==> src/rtl/cbus_arbiter.sv <==
// ============================================================================
// Module      : cbus_arbiter (plus cbus_pkg bus type definitions)
// Description : Round-robin arbiter that funnels NUM_INPUTS cache-bus
//               requesters onto a single memory-side port. One burst is
//               owned end to end, from grant to ready && last.
// Revision    : 1.0 - initial release
// ============================================================================
`timescale 1ns/1ps
`default_nettype none

package cbus_pkg;
    // Burst length encodings carried in the len field (memory side decodes)
    localparam logic [2:0] MLEN1  = 3'd0;
    localparam logic [2:0] MLEN2  = 3'd1;
    localparam logic [2:0] MLEN4  = 3'd2;
    localparam logic [2:0] MLEN8  = 3'd3;
    localparam logic [2:0] MLEN16 = 3'd4;

    typedef struct packed {
        logic        valid;
        logic        is_write;
        logic [1:0]  size;
        logic [31:0] addr;
        logic [3:0]  strobe;
        logic [31:0] data;
        logic [2:0]  len;
    } cbus_req_t;

    typedef struct packed {
        logic        ready;
        logic        last;
        logic [31:0] data;
    } cbus_resp_t;
endpackage

module cbus_arbiter
    import cbus_pkg::*;
#(
    parameter int NUM_INPUTS = 2
) (
    input  logic                        clk,
    input  logic                        resetn,
    input  cbus_req_t  [NUM_INPUTS-1:0] ireqs,
    output cbus_resp_t [NUM_INPUTS-1:0] iresps,
    output cbus_req_t                   oreq,
    input  cbus_resp_t                  oresp
);

    localparam int IDX_W = $clog2(NUM_INPUTS);

    typedef enum logic {
        IDLE = 1'b0,
        BUSY = 1'b1
    } state_t;

    state_t           state;
    state_t           state_next;
    logic [IDX_W-1:0] grant;
    logic [IDX_W-1:0] grant_next;
    logic [IDX_W-1:0] ptr;
    logic [IDX_W-1:0] ptr_next;
    logic [IDX_W-1:0] cand;
    logic             found;

    // State, grant and priority pointer registers; reset abandons any burst
    always_ff @(posedge clk or negedge resetn) begin
        if (!resetn) begin
            state <= IDLE;
            grant <= '0;
            ptr   <= '0;
        end else begin
            state <= state_next;
            grant <= grant_next;
            ptr   <= ptr_next;
        end
    end

    // Next-state: pick first valid requester from ptr upward, release on last beat
    always_comb begin
        state_next = state;
        grant_next = grant;
        ptr_next   = ptr;
        found      = 1'b0;
        cand       = '0;
        case (state)
            IDLE: begin
                // Responses seen while idle are stray and deliberately ignored
                for (int i = 0; i < NUM_INPUTS; i++) begin
                    cand = IDX_W'((int'(ptr) + i) % NUM_INPUTS);
                    if (!found && ireqs[cand].valid) begin
                        found      = 1'b1;
                        grant_next = cand;
                        state_next = BUSY;
                    end
                end
            end
            BUSY: begin
                // Beat counting belongs to the memory side; only last matters here.
                // Returning to IDLE forces one idle cycle before any new grant.
                if (oresp.ready && oresp.last) begin
                    state_next = IDLE;
                    ptr_next   = (int'(grant) == NUM_INPUTS - 1) ? '0 : grant + 1'b1;
                end
            end
            default: state_next = IDLE;
        endcase
    end

    // Output steering: granted requester is wired straight through, all others held off
    always_comb begin
        oreq   = '0;
        iresps = '0;
        if (state == BUSY) begin
            oreq          = ireqs[grant];
            iresps[grant] = oresp;
        end
    end

endmodule

`default_nettype wire

==> config.mk <==
export PLATFORM = sky130hd
export DESIGN_NAME = cbus_arbiter
export DESIGN_NICKNAME = d
export VERILOG_FILES = /design/src/rtl/cbus_arbiter.sv
export SDC_FILE = /design/constraint.sdc
export NUM_CORES = 1
export LEC_CHECK = 0
export CORE_AREA = 2 2 127 129
export DETAILED_ROUTE_END_ITERATION = 12
export DIE_AREA = 0 0 129 131
export PLACE_DENSITY = 0.57
export SLEW_MARGIN = 10
export SYNTH_ARGS = -nofsm -noshare
export SYNTH_HDL_FRONTEND = slang
export SYNTH_SLANG_ARGS = --single-unit
==> constraint.sdc <==
create_clock -name clk -period 1.5 [get_ports clk]
set_clock_uncertainty 0.15 [all_clocks]
set_input_delay 0.45 -clock clk [delete_from_list [all_inputs] [get_ports clk]]
set_output_delay 0.45 -clock clk [all_outputs]
set_load 0.005 [all_outputs]
==> flow_metrics.tcl <==
set metrics [dict create \
    status "finished, violations left" \
    violations "setup timing" \
    setup_slack_ns -0.691 \
    clockBufferDepth 2 \
    clkLatencyLatePin_ns 0.22 \
    post-route-util_pct 38.4 \
    worstMarginPinSlew_ns 0.249 \
    cts_tree "built" \
    hp-class "in -> async" \
    r2r_start "grant" \
    cp_cell_sequence "buf_12 -> buf_12 -> buf_8 -> buf_16 -> mux2i_1 -> nor2b_1 -> buf_2" \
    clock_sink_count 3 \
    overflow 0 \
    p_leak_nw 2.90 \
    root_buffer "clkbuf_16" \
    crit_required_ns 0.90 \
    holdWs_ns 0.261 \
    r2r_cells 4 \
    drv_slew 0 \
    antenna_cells 0 \
    cap_violations 0 \
    critPathMaxStageDelay_ns 0.49 \
    routed.top_layer "met4" \
    syn_area_per_cell_um2 7.87 \
    first_pass_iters 4 \
    syn-cell-area_um2 2030 \
    hold_viol_final 0 \
    antenna_found_initial 0 \
    arrival_ns 1.59 \
    grt_pass1_vias 3128 \
    wl_met1_um 4980 \
    dp_hpwl_um 9460 \
    io_pins 329 \
    critPathLaunchType "flip-flop" \
    synth.distinct_cells 16 \
    start_util_pct 13.0 \
    grt_usage_pct 12.7 \
    cp_max_fo 6 \
    dr_total_vias 3250 \
    period_needed_ns 2.19 \
    htreeDepth 1 \
    gp_congestion 0.788 \
    clk_pin_slew_ns 0.03 \
    setup_viol 143 \
    wire_per_inst_um 15.6 \
    ys_ff_latch 3 \
    rows 46 \
    drive_gt1_share_pct 40.0 \
    ys_seq_area_share_pct 3.70 \
    die_area_um2 16900 \
    end_kind "output port" \
    finalPower_mw 5.10 \
    wl_met2_um 6920 \
    grt_max_degree 78 \
    post_synth_inst_count 258 \
    setup_tns_ns -81.20 \
    finalInstanceArea_um2 5980 \
    r2r_slack_ns 0.18 \
    vdd_drop_max_mv 0.381 \
    p_per_area_nw_per_um2 852 \
    syn_to_final_growth_pct 195 \
    postRouteAntennaNets 0 \
    io_buffers 328 \
    design.core.area_um2 15600 \
    finalCritPeriodShare_pct 146 \
    die_h_um 131 \
    cts_buffers 3 \
    die_w_um 129 \
    route.met3.wl_um 996 \
    slew_headroom_pct 83.4 \
    drcViolationCount 0 \
    drt_iter0_markers 90 \
    synth_warnings 0 \
    dpl-instance-area_um2 5570 \
    cp_slowest_cell "dfrtp_4" \
    crit_type "reg -> out" \
    fmax_mhz 456 \
    hold_buffers 0 \
    wirelength_um 13000 \
    viasPerCell 3.92 \
    grt_pass1_wl_um 16900 \
    crit_top_cell "buf_12" \
    rsz0062_at_grt "yes" \
    fin_nets 800 \
    regToRegEndpoint "grant" \
    syn_nets 444 \
]
through the flow:
step / worst slack (ns) / instances
2_1_floorplan: -0.0970 / 258
5_1_grt: -0.769 / 829
3_3_place_gp: -0.790 / 788
6_report: -0.691 / 829
3_5_place_dp: -0.797 / 788
4_1_cts: -0.743 / 819
routing by layer:
layer  vias up  GRT usage, %
li1       1582             -
met1      1502          14.8
met2       162          24.3
met3         4          2.97
met4         0          1.60
met5         -             0
kinds of logic after synthesis:
group	synth area share, %
mux	37.5
compound gates	0.863
simple gates	45.8
buf+inv	12.2
flops	3.70
report_power, final:
part	total [mW]	internal (mW)	switching, mW
combinational	4.54	2.92	1.62
clock	0.422	0.351	0.0718
sequential	0.136	0.109	0.0264
registers in the layout (all words and copies together), names as in the netlist:
name	cells
grant	1
state	1
ptr	1
worst max-delay path by stage:
stage	startpoint	endpoint	slack (ns)
5_1_grt	grant	oreq[52]	-0.77
2_1_floorplan	grant	oreq[10]	-0.1
4_1_cts	grant	iresps[58]	-0.74
3_5_place_dp	ireqs[41]	oreq[41]	-0.80
6_report	grant	oreq[48]	-0.69
3_3_place_gp	ireqs[116]	oreq[41]	-0.79
Yosys cell counts:
cell type,number,share of area (%)
buf_4,3,1.1
o31a_1,1,0.43
buf_2,5,1.2
nor2b_1,77,24
clkbuf_1,7,1.3
mux2i_1,76,37
nand2_1,1,0.18
clkbuf_2,6,1.5
dfrtp_1,3,3.7
nand3_1,1,0.25
and2_1,34,10
inv_1,1,0.18
buf_12,7,6.9
nor2b_4,1,0.68
and3_1,34,10
a2bb2oi_1,1,0.43
cell type report:
type                       count  area, µm²
clock buffer                   4       78.8
fill                        1610       9620
inverter                       1       3.75
multi-input combinational    226       1880
sequential                     3       80.1
tap                          216        270
timing repair buffer         379       3670
cells in the final DEF, fill, tap and decap left out, drive strengths merged, types with 2 or more instances in the layout:
master,count
and2,34
nor2b,78
mux2i,76
dfrtp,3
and3,34
clkdlybuf4s15,2
clkdlybuf4s50,185
buf,156
dlygate4sd2,6
clkbuf,33
worst max-delay path: cells and delay by family, from the launching register on:
kind,cells,cell delay (ns)
flops,1,0.49
simple gates,1,0.11
mux,1,0.11
buf+inv,5,0.65
what timing repair did:
item                                    CTS  global route
gates cloned                              8             4
setup buffers                            19            10
gates resized for setup                 488           146
endpoints found under the setup margin  143           143
pin swaps                                 2             3
Note: power is estimated with default switching activity, not from simulation.
